### config.mk
export PLATFORM = sky130hd
export DESIGN_NAME = uart_tx_word_arbiter
export DESIGN_NICKNAME = d
export VERILOG_FILES = /design/src/rtl/uart_tx_word_arbiter.sv
export SDC_FILE = /design/constraint.sdc
export NUM_CORES = 1
export LEC_CHECK = 0
export CELL_PAD_IN_SITES_DETAIL_PLACEMENT = 2
export CELL_PAD_IN_SITES_GLOBAL_PLACEMENT = 2
export CORE_MARGIN = 2
export CORE_UTILIZATION = 33
export DETAILED_ROUTE_END_ITERATION = 10
export DONT_BUFFER_PORTS = 1
export GPL_TIMING_DRIVEN = 0
export PLACE_DENSITY_LB_ADDON = 0.1
export SYNTH_ARGS = -nofsm -noshare
export SYNTH_HDL_FRONTEND = slang
export SYNTH_SLANG_ARGS = --single-unit
### constraint.sdc
create_clock -name clk -period 2 [get_ports clk]
set_input_delay 0 -clock clk [delete_from_list [all_inputs] [get_ports clk]]
set_output_delay 0 -clock clk [all_outputs]
set_load 0.05 [all_outputs]
### src/rtl/uart_tx_word_arbiter.sv
// Round-robin arbiter that turns 32-bit words from two requesters into
// 10-byte ASCII packets (header, 8 hex chars MSB first, terminator) on the uart_tx write port.
module uart_tx_word_arbiter #(
   parameter logic [7:0] HDR0 = 8'h41,
   parameter logic [7:0] HDR1 = 8'h42,
   parameter logic [7:0] TERM = 8'h0A
) (
   input  logic        clk,
   input  logic        rst,
   input  logic        req0_valid,
   input  logic [31:0] req0_data,
   output logic        req0_ready,
   input  logic        req1_valid,
   input  logic [31:0] req1_data,
   output logic        req1_ready,
   input  logic        tx_fifo_full,
   output logic        tx_write_en,
   output logic [7:0]  tx_din,
   output logic        busy,
   output logic        grant_id,
   output logic        pkt_done
);

   typedef enum logic [1:0] {
      S_IDLE,
      S_HDR,
      S_HEX,
      S_TERM
   } state_t;

   state_t      state;
   logic [2:0]  cnt;
   logic [31:0] word;
   logic        prio;
   logic        granted;
   logic        accept;
   logic [3:0]  nibble;

   // With both requesters waiting the pointer decides; otherwise whoever is valid wins.
   always_comb begin
      granted = 1'b0;
      if (req0_valid && req1_valid) begin
         granted = prio;
      end else begin
         granted = req1_valid;
      end
   end

   assign req0_ready  = (state == S_IDLE) && !rst && req0_valid && !granted;
   assign req1_ready  = (state == S_IDLE) && !rst && req1_valid && granted;
   assign accept      = req0_ready || req1_ready;
   assign busy        = (state != S_IDLE);
   assign tx_write_en = busy && !tx_fifo_full && !rst;

   // ~cnt equals 7 - cnt, so nibble 7 (the MSB) goes out first.
   assign nibble = word[{~cnt, 2'b00} +: 4];

   always_comb begin
      tx_din = 8'h00;
      case (state)
         S_HDR:  tx_din = grant_id ? HDR1 : HDR0;
         S_HEX:  tx_din = (nibble < 4'd10) ? (8'h30 + {4'h0, nibble})
                                           : (8'h37 + {4'h0, nibble});
         S_TERM: tx_din = TERM;
         default: tx_din = 8'h00;
      endcase
   end

   always_ff @(posedge clk) begin
      if (rst) begin
         state    <= S_IDLE;
         cnt      <= 3'd0;
         word     <= 32'h0;
         grant_id <= 1'b0;
         prio     <= 1'b0;
         pkt_done <= 1'b0;
      end else begin
         pkt_done <= 1'b0;
         case (state)
            S_IDLE: begin
               if (accept) begin
                  word     <= granted ? req1_data : req0_data;
                  grant_id <= granted;
                  cnt      <= 3'd0;
                  state    <= S_HDR;
               end
            end
            S_HDR: begin
               if (tx_write_en) begin
                  state <= S_HEX;
               end
            end
            S_HEX: begin
               if (tx_write_en) begin
                  cnt <= cnt + 3'd1;
                  if (cnt == 3'd7) begin
                     state <= S_TERM;
                  end
               end
            end
            S_TERM: begin
               if (tx_write_en) begin
                  state    <= S_IDLE;
                  pkt_done <= 1'b1;
                  prio     <= ~grant_id;
               end
            end
            default: state <= S_IDLE;
         endcase
      end
   end

endmodule

==> impl_results.md, run 1 <==
- Placed cell areas: 2430 um2
- Clock Tree Root: clkbuf_8
- Dominant cell type by area after synthesis: dfxtp_1
- Power Dens Cells: 1020 nW/um2
- Post-DP HPWL: 4860 um
- Mapped Cells: 236
- Number of synthesized register bits: 40
- Switching part of the total: 42.7%
- Flop pwr share: 30.7%
- Tmin final: 2.35 ns
- Slew @ Worst Pin: 0.915 ns
- Routed length per instance: 23.0 um
- CP peak stage delay: 0.52 ns
- Slowest-stage cell, CP: mux4_2
- CTS sink cnt: 40
- Max-Cap Viols: 0
- Io pins: 83
- Commonest cells post-synth: nor2_1, dfxtp_1, a211oi_1
- Outcome: finished with violations
- Area growth from synthesis to layout: 59.9%
- Failing checks: negative setup slack
- Combinational cell fraction of total power: 50.0%
- Pre-Repair DR Iteration Count: 4
- Largest net degree at the start of global routing: 15
- CTS buffer count: 5
- CP Max Fanout: 5
- Rows: 30
- Relative slew slack: 38.9%
- EDFF count, synth: 0
- Total number of vias: 2253
- Sw power: 1.57 mW
- Crit path capture type: output port
- Syn_nets: 313
- Asr flop ratio synth: 0%
- Post-Place Cells: 316
- H-tree depth: 2
- Non-filler cells, final: 410
- Final worst slack: -0.352 ns
- Worst Path Arrival: 2.35 ns
- Via/cell ratio: 5.50
- Crit Path Category: reg -> out
- Post-synthesis sequential area ratio: 35.4%
- P_leak: 1.47 nW
- Total gr overflow: 0
- Ant diodes: 0
- Max Clock Skew: 0.0115 ns
- Reg clk slew, reported paths: 0.10 ns
- Gp weighted congestion: 0.697
- Total track usage: 24.9%
- Placeable Area: 6720 um2
- Post-route DRC: 0
- Max Buffers Root-to-Sink: 2
- Routed Antenna Nets: 0
- Die Y: 86.8 um
- Initial Utilization: 33.6%
- Cells along the critical path: buf_12, mux4_2, mux2i_4, ha_4, a221o_1, o21ai_4
- Final Instance Area: 3610 um2
- Nets: 406
- Final Hold Viols: 0
- Cell internal pwr: 2.11 mW
- First-pass GRT wire length: 14100 um
- RSZ-0062 raised after global routing: true
- DR iter-0 viols: 57
- Max-slew violation count: 0
- Yosys cell types: 34
- DRT Wirelength: 9430 um
- Ys Warns: 0
- Yosys top cell area share: 35.4%
- Fraction of layout cells with a size suffix above 1: 29.1%
- Required @ worst endpoint: 2.00 ns
- Fmax: 425 MHz
- Cell area after synthesis: 2260 um2
- Max IR drop VDD: 0.000401 V
- Vias in the first global route: 2593
- Top_reg_cell synth: dfxtp_1
- Cell with the most instances after synthesis: nor2_1
- Worst skew pair latency: 0.30 ns
- Die Wd: 86.8 um
- Die area: 7530 um2
- Average cell area after synthesis: 9.58 um2
- Period utilization: 118%
- Port bufs: 0
- Initial antenna violation count: 0
- Hold Crit Class: in -> reg
- CP Launch Type: flop
- CTS tree: done
- Final setup viols: 7
- Main area contributors after synthesis: dfxtp_1, mux2i_1, a211oi_1
- Clock group share of total power: 19.3%
## cell usage in the layout, fill, tap and decap left out, drive strengths merged, types with 2 or more instances in the layout
| cell type | instances |
|---|---|
| dlygate4sd3 | 63 |
| and2 | 2 |
| a211oi | 35 |
| nor3 | 3 |
| mux2i | 36 |
| nand2b | 3 |
| a31oi | 2 |
| a21oi | 7 |
| mux4 | 8 |
| inv | 7 |
| nor2 | 44 |
| clkbuf | 13 |
| buf | 34 |
| o21ai | 6 |
| dfxtp | 40 |
| nand2 | 5 |
| ha | 8 |
| nand4 | 2 |
## cell families after synthesis
family	after synthesis	synth area share, %
and+or+nand+nor	61	11.2
AOI/OAI and AO/OA	55	17.5
muxes	45	25.8
DFF	40	35.4
buffers and inverters	25	5.04
adders and majority gates	8	4.43
other	1	0.166
xor gates and xnor gates	1	0.387
## sequential cells by signal, indices dropped and copies added (netlist names)
register	count
cnt	3
pkt_done	1
word	32
state	2
grant_id	1
prio	1
## path summary, 6_finish.rpt
path / from / endpoint / slack (ns) / depth (start not counted)
worst max-delay path: cnt[0] / tx_din[1] / -0.35 / 6
worst max register to register: state[1] / cnt[0] / 0.03 / 7
worst min-delay path: req0_data[29] / word[29] / 0.02 / 2
worst min register to register: word[7] / word[7] / 0.51 / 2
## through the flow
step                      total power, mW  utilization, %  TNS (ns)  setup WS [ns]  hold WS [ns]
after global routing                 3.89            53.8     -2.44         -0.416       0.00530
after detailed placement             2.38            36.1     -6.91         -0.274        0.0841
after CTS                            3.34            50.5     -2.09         -0.335       0.00133
final                                3.68            53.8     -1.99         -0.352        0.0213
after floorplan                      2.10               -   -0.0522        -0.0477        0.0705
after global placement               2.35            36.1     -5.80         -0.263        0.0838
## worst max-delay path: cells and delay by family (launching register included)
kind	cells	cell delay [ns]
fa+ha+maj	1	0.24
mux	2	0.77
buf+inv	1	0.13
compound gates	2	0.51
flops	1	0.39
## power by group through the flow
stage	Sequential (mW)	Clock [mW]	Combinational [mW]
2_1_floorplan	1.07	0	1.03
3_3_place_gp	1.12	0	1.23
3_5_place_dp	1.13	0	1.25
4_1_cts	1.11	0.721	1.50
5_1_grt	1.15	0.756	1.99
6_report	1.13	0.711	1.84
## metal layers
| metal | share of wire, % | vias to the layer above | GRT usage (%) |
|---|---|---|---|
| met4 | 0.91 | 0 | 4.12 |
| met5 | 0 | - | 0 |
| met1 | 39 | 1128 | 27.7 |
| met2 | 57 | 69 | 49.4 |
| li1 | - | 1046 | - |
| met3 | 3.3 | 10 | 4.29 |
## timing repair
item                                    in CTS  in global routing
pin swaps                                    9                 19
buffers inserted                            14                  9
hold buffers                                63                  0
endpoints found under the setup margin      44                 38
cloned                                       1                  0
hold endpoints to repair                    33                  0
resized for setup                           25                 39
## area by class of cell
| type | instances | area [um2] |
|---|---|---|
| multi-input cells | 171 | 1610 |
| well taps | 80 | 100 |
| clock buffers | 5 | 68.8 |
| flip-flops and latches | 40 | 810 |
| repair buffers | 86 | 835 |
| clock inverters | 3 | 46.3 |
| fillers | 662 | 3100 |
| plain buffers | 19 | 120 |
| inverters | 6 | 27.5 |
Power figures use the tool's default switching activity.
==> inputs of run 2 (changes only) <==
==> constraint.sdc (replaced) <==
create_clock -name clk -period 2 [get_ports clk]
set_input_delay 0.2 -clock clk [delete_from_list [all_inputs] [get_ports clk]]
set_output_delay 0.2 -clock clk [all_outputs]
set_load 0.05 [all_outputs]
==> impl_results.md, run 2 (synthesis gave the netlist of run 1 again) <==
- Outcome: finished with violations
- Failing checks: negative setup slack
- Io pins: 83 (unchanged)
- Power Dens Cells: 1180 nW/um2 (+16%)
- Flop pwr share: 32.9% (+2.2 points)
- Hold Crit Endpoint: grant_id
- Post-Place Cells: 316 (unchanged)
- Fraction of layout cells with a size suffix above 1: 31.8% (+2.7 points)
- First-pass GRT wire length: 10200 um (-27%)
- Worst Path Arrival: 2.33 ns (-0.02 ns)
- Worst reg-to-reg setup slack: 0.05 ns (+0.02 ns)
- FF+latch area: 807 um2 (-0.31%)
- Vias in the first global route: 1942 (-25%)
- Required @ worst endpoint: 1.80 ns (-0.20 ns)
- RSZ-0062 raised after global routing: true
- Hold path cells: 3 (+1)
- FF-to-FF Start: state[1]
- Hold_sp: req0_valid
- Die Y: 86.8 um (unchanged)
- H-tree depth: 2 (unchanged)
- Routed Antenna Nets: 0 (unchanged)
- Max-slew violation count: 0 (unchanged)
- Commonest cells after routing, fill and taps aside: nor2_1, dfxtp_1, a211oi_1
- Reg2reg end: cnt[0]
- Hold_buf cts: 0 (-100%)
- Cell internal pwr: 1.99 mW (-5.7%)
- Max IR drop VDD: 0.000526 V (+31%)
- CTS buffer count: 5 (unchanged)
- Biggest regs: word x32, cnt x3, state x2
- DR iter-0 viols: 49 (-14%)
- Crit path capture type: output port
- Non-filler cells, final: 341 (-17%)
- Routed length per instance: 19.7 um (-14%)
- Max Buffers Root-to-Sink: 2 (unchanged)
- Total track usage: 18.0% (-6.9 points)
- CP Launch Type: flop
- Sw power: 1.39 mW (-11%)
- DRT Wirelength: 6710 um (-29%)
- Final Instance Area: 2870 um2 (-21%)
- Worst skew pair latency: 0.30 ns (about the same)
- Reg with most FFs: word
- Placeable Area: 6720 um2 (unchanged)
- Final setup viols: 7 (unchanged)
- Initial Utilization: 33.6% (unchanged)
- R2R depth: 7 (unchanged)
- Via/cell ratio: 5.55 (+0.92%)
- Largest register FFs: 32 (unchanged)
- Fmax: 395 MHz (-7.2%)
- Slew @ Worst Pin: 0.778 ns (-0.137 ns)
- Port bufs: 0 (unchanged)
- Area of the multi-input gates: 1560 um2 (-3.2%)
- Final Hold Viols: 0 (unchanged)
- Gp weighted congestion: 0.693 (-0.59%)
- Placed cell areas: 2440 um2 (+0.57%)
- Initial antenna violation count: 0 (unchanged)
- Largest net degree at the start of global routing: 13 (-2)
- Die Wd: 86.8 um (unchanged)
- Relative slew slack: 47.9% (+9.0 points)
- Area growth from synthesis to layout: 26.7%
- Clock Tree Root: clkbuf_8
- Crit Path Category: reg -> out
- Reg clk slew, reported paths: 0.08 ns (-0.02 ns)
- Switching part of the total: 41.2% (-1.5 points)
- P_leak: 1.16 nW (-21%)
- Post-route DRC: 0 (unchanged)
- Period utilization: 127% (+9.1 points)
- Final worst slack: -0.534 ns (-0.182 ns)
- Die area: 7530 um2 (unchanged)
- CTS sink cnt: 40 (unchanged)
- Max-Cap Viols: 0 (unchanged)
- Max Clock Skew: 0.00498 ns (-0.00657 ns)
- Pre-Repair DR Iteration Count: 4 (unchanged)
- Total number of vias: 1891 (-16%)
- Tmin final: 2.53 ns (+0.182 ns)
- CP Max Fanout: 8 (+3)
- Combinational cell fraction of total power: 47.3% (-2.7 points)
- Post-DP HPWL: 4830 um (-0.71%)
- Clock group share of total power: 19.8% (+0.5 points)
- Hold Crit Class: in -> reg
- Commonest non-fill, non-tap cell in the layout: nor2_1
- Nets: 337 (-17%)
- Total gr overflow: 0 (unchanged)
- CTS tree: done
- Ant diodes: 0 (unchanged)
- Rows: 30 (unchanged)
- Fill cell count: 733 (+11%)
## run 2: power groups by stage
stage | combinational (mW) | sequential [mW] | clock [mW]
2_1_floorplan | 1.04 | 1.07 | 0
3_3_place_gp | 1.24 | 1.12 | 0
3_5_place_dp | 1.26 | 1.13 | 0
4_1_cts | 1.42 | 1.12 | 0.683
5_1_grt | 1.76 | 1.14 | 0.724
6_report | 1.60 | 1.11 | 0.670
## run 2: worst max path at each step
stage,from,endpoint,slack (ns),depth (start not counted)
2_1_floorplan,cnt[0],tx_din[1],-0.21,6
3_3_place_gp,cnt[1],tx_din[1],-0.38,6
3_5_place_dp,cnt[1],tx_din[1],-0.40,6
4_1_cts,cnt[0],tx_din[1],-0.52,6
5_1_grt,cnt[0],tx_din[1],-0.58,6
6_report,cnt[0],tx_din[1],-0.53,6
## run 2: cell type report
cell class | instances | area share (%)
buffer | 19 | 4.24
sequential | 40 | 28.2
tap | 80 | 3.49
inverter | 6 | 0.873
clock buffer | 6 | 2.53
timing repair buffer | 17 | 5.15
clock inverter | 2 | 1.22
multi-input combinational | 171 | 54.3
## run 2: timing repair
action / 4_1_cts / 5_1_grt
setup endpoints to repair: 46 / 41
gates resized for setup: 27 / 20
gates cloned: 0 / 0
buffers inserted: 10 / 7
pin swaps: 6 / 11
## run 2: worst max-delay path: stages, from the launching register on
cell	delay [ns]
dfxtp_2	0.36
buf_12	0.14
mux4_2	0.53
mux2i_4	0.20
ha_1	0.27
a221o_1	0.36
o21ai_4	0.17
## run 2: routing by layer
metal	share of wire, %	GRT usage [%]
met4	1.0	4.69
met2	49	30.2
met3	3.6	3.05
met5	0	0
met1	46	23.9
## run 2: per-stage QoR
stage | hold WS, ns | utilization, % | TNS [ns] | worst slack, ns | total power [mW]
global route | 0.128 | 42.6 | -3.75 | -0.584 | 3.62
detailed placement | 0.423 | 36.3 | -8.78 | -0.399 | 2.39
CTS | 0.116 | 40.8 | -3.18 | -0.516 | 3.23
finish | 0.110 | 42.6 | -3.16 | -0.534 | 3.38
global placement | 0.412 | 36.3 | -7.82 | -0.383 | 2.37
floorplan | 0.396 | - | -0.637 | -0.214 | 2.11
==> inputs of run 3 (changes only) <==
Settings changed: CELL_PAD_IN_SITES_DETAIL_PLACEMENT 2 to not set, CELL_PAD_IN_SITES_GLOBAL_PLACEMENT 2 to not set, CORE_UTILIZATION 33 to 34, PLACE_DENSITY_LB_ADDON 0.1 to not set.
==> impl_results.md, run 3 (synthesis gave the netlist of run 1 again) <==
- Worst Path Arrival: 2.34 ns (about the same)
- Hold Crit Class: in -> reg
- Reg with most FFs: word
- Largest net degree at the start of global routing: 14 (+1)
- Reg clk slew, reported paths: 0.08 ns (about the same)
- Total track usage: 15.9% (-2.1 points)
- Biggest regs: word x32, cnt x3, state x2
- Fill cell count: 635 (-13%)
- Met2 Wirelength: 2810 um (-15%)
- Tmin final: 2.54 ns (+0.00427 ns)
- H-tree depth: 2 (unchanged)
- WL met1: 2660 um (-14%)
- Post-route DRC: 0 (unchanged)
- First-pass GRT wire length: 8890 um (-13%)
- Max Clock Skew: 0.00619 ns (+0.00121 ns)
- CTS buffer count: 5 (unchanged)
- Power Dens Cells: 1180 nW/um2 (-0.16%)
- Die area: 7320 um2 (-2.8%)
- Commonest cells after routing, fill and taps aside: nor2_1, dfxtp_1, a211oi_1
- Final worst slack: -0.538 ns (-0.00427 ns)
- Largest register FFs: 32 (unchanged)
- Max-Cap Viols: 0 (unchanged)
- Relative slew slack: 45.9% (-2.1 points)
- Slew @ Worst Pin: 0.809 ns (+0.0311 ns)
- Vias in the first global route: 1743 (-10%)
- Period utilization: 127% (+0.21 points)
- CP Launch Type: flop
- Crit path from: cnt[0]
- Slowest-stage cell, CP: mux4_2
- CTS sink cnt: 40 (unchanged)
- Die Wd: 85.5 um (-1.4%)
- Post-Place Cells: 313 (-0.95%)
- Stages on worst setup path: 6 (unchanged)
- Clock Tree Root: clkbuf_8
- P_leak: 1.14 nW (-1.5%)
- CP peak stage delay: 0.54 ns (about the same)
- Fmax: 394 MHz (-0.17%)
- Routed length per instance: 17.6 um (-11%)
- Final Hold Viols: 0 (unchanged)
- Via/cell ratio: 5.48 (-1.1%)
- Final setup viols: 7 (unchanged)
- Hold path cells: 3 (unchanged)
- Io pins: 83 (unchanged)
- Gp weighted congestion: 0.816 (+18%)
- Required @ worst endpoint: 1.80 ns (about the same)
- Failing checks: negative setup slack
- Max IR drop VDD: 0.000533 V (+1.4%)
- Pre-Repair DR Iteration Count: 4 (unchanged)
- FF-to-FF Start: state[0]
- Hold_sp: req0_valid
- Fraction of layout cells with a size suffix above 1: 30.2% (-1.6 points)
- Max-slew violation count: 0 (unchanged)
- Critical path's top delay family: multiplexers
- Outcome: finished with violations
- CTS tree: done
- Commonest non-fill, non-tap cell in the layout: nor2_1
- Initial antenna violation count: 0 (unchanged)
- Rows: 29 (-3.3%)
- Placed cell areas: 2440 um2 (-0.15%)
- Final Instance Area: 2850 um2 (-0.66%)
- Cells along the critical path: buf_8, mux4_2, mux2i_4, ha_4, a221o_1, o21ai_4
- CP Max Fanout: 5 (-3)
- Post-DP HPWL: 4160 um (-14%)
- Crit Path Category: reg -> out
- Crit path buf inv count: 1 (unchanged)
- Hold_buf cts: 0 (unchanged)
- Placeable Area: 6390 um2 (-5.0%)
- Crit path capture type: output port
- Nets: 331 (-1.8%)
- Met3 WL: 303 um (+26%)
- Total gr overflow: 0 (unchanged)
- Area growth from synthesis to layout: 25.9%
- RSZ-0062 raised after global routing: true
- Highest routed layer: met4
- DR iter-0 viols: 88 (+80%)
- Die Y: 85.5 um (-1.4%)
- DRT Wirelength: 5830 um (-13%)
- Ant diodes: 0 (unchanged)
- Non-filler cells, final: 332 (-2.6%)
- Max Buffers Root-to-Sink: 2 (unchanged)
- Worst skew pair latency: 0.30 ns (about the same)
- Total number of vias: 1821 (-3.7%)
- Initial Utilization: 35.4% (+1.8 points)
- Routed Antenna Nets: 0 (unchanged)
- Port bufs: 0 (unchanged)
- R2R depth: 7 (unchanged)
-- run 3: path summary, 6_finish.rpt --
path | to | slack, ns
min reg2reg | word[3] | 0.50
max reg2reg | cnt[0] | 0.05
max | tx_din[1] | -0.54
min | grant_id | 0.10
-- run 3: what timing repair did --
action / 4_1_cts / 5_1_grt
gates resized for setup: 22 / 29
setup endpoints to repair: 46 / 42
pin swaps: 6 / 15
gates cloned: 1 / 0
buffers inserted: 8 / 3
-- run 3: power breakdown --
group          switching [mW]  internal, mW  total [mW]
sequential              0.131         0.978        1.11
clock                   0.303         0.408       0.711
combinational           0.941         0.596        1.54
total                    1.37          1.98        3.36
-- run 3: metrics by stage --
stage / utilization (%) / setup TNS, ns / total power [mW] / worst slack (ns) / hold slack, ns
floorplan: - / -0.637 / 2.11 / -0.214 / 0.396
global placement: 38.2 / -5.96 / 2.33 / -0.380 / 0.408
detailed placement: 38.2 / -6.68 / 2.34 / -0.379 / 0.412
CTS: 42.7 / -3.41 / 3.18 / -0.543 / 0.0952
global route: 44.6 / -3.87 / 3.56 / -0.617 / 0.127
finish: 44.6 / -3.30 / 3.36 / -0.538 / 0.105
-- run 3: area by class of cell --
| class | count | area (um2) | area share [%] |
|---|---|---|---|
| multi-input cells | 171 | 1590 | 55.7 |
| flip-flops and latches | 40 | 810 | 28.4 |
| plain buffers | 19 | 116 | 4.09 |
| well taps | 77 | 96.3 | 3.38 |
| repair buffers | 11 | 90.1 | 3.16 |
| clock buffers | 6 | 82.6 | 2.90 |
| clock inverters | 2 | 38.8 | 1.36 |
| inverters | 6 | 27.5 | 0.967 |
-- run 3: layer usage --
layer | vias up | global-route usage (%)
met2 | 60 | 25.5
met3 | 5 | 4.72
li1 | 898 | -
met4 | 0 | 3.90
met1 | 858 | 21.1
met5 | - | 0
-- run 3: worst reg2reg max path, stage by stage, from the launching register on --
cell	delay [ns]
dfxtp_2	0.37
inv_4	0.07
ha_4	0.19
nor3_4	0.67
nand2_2	0.17
o2bb2ai_4	0.17
a21oi_2	0.14
nor2_1	0.04
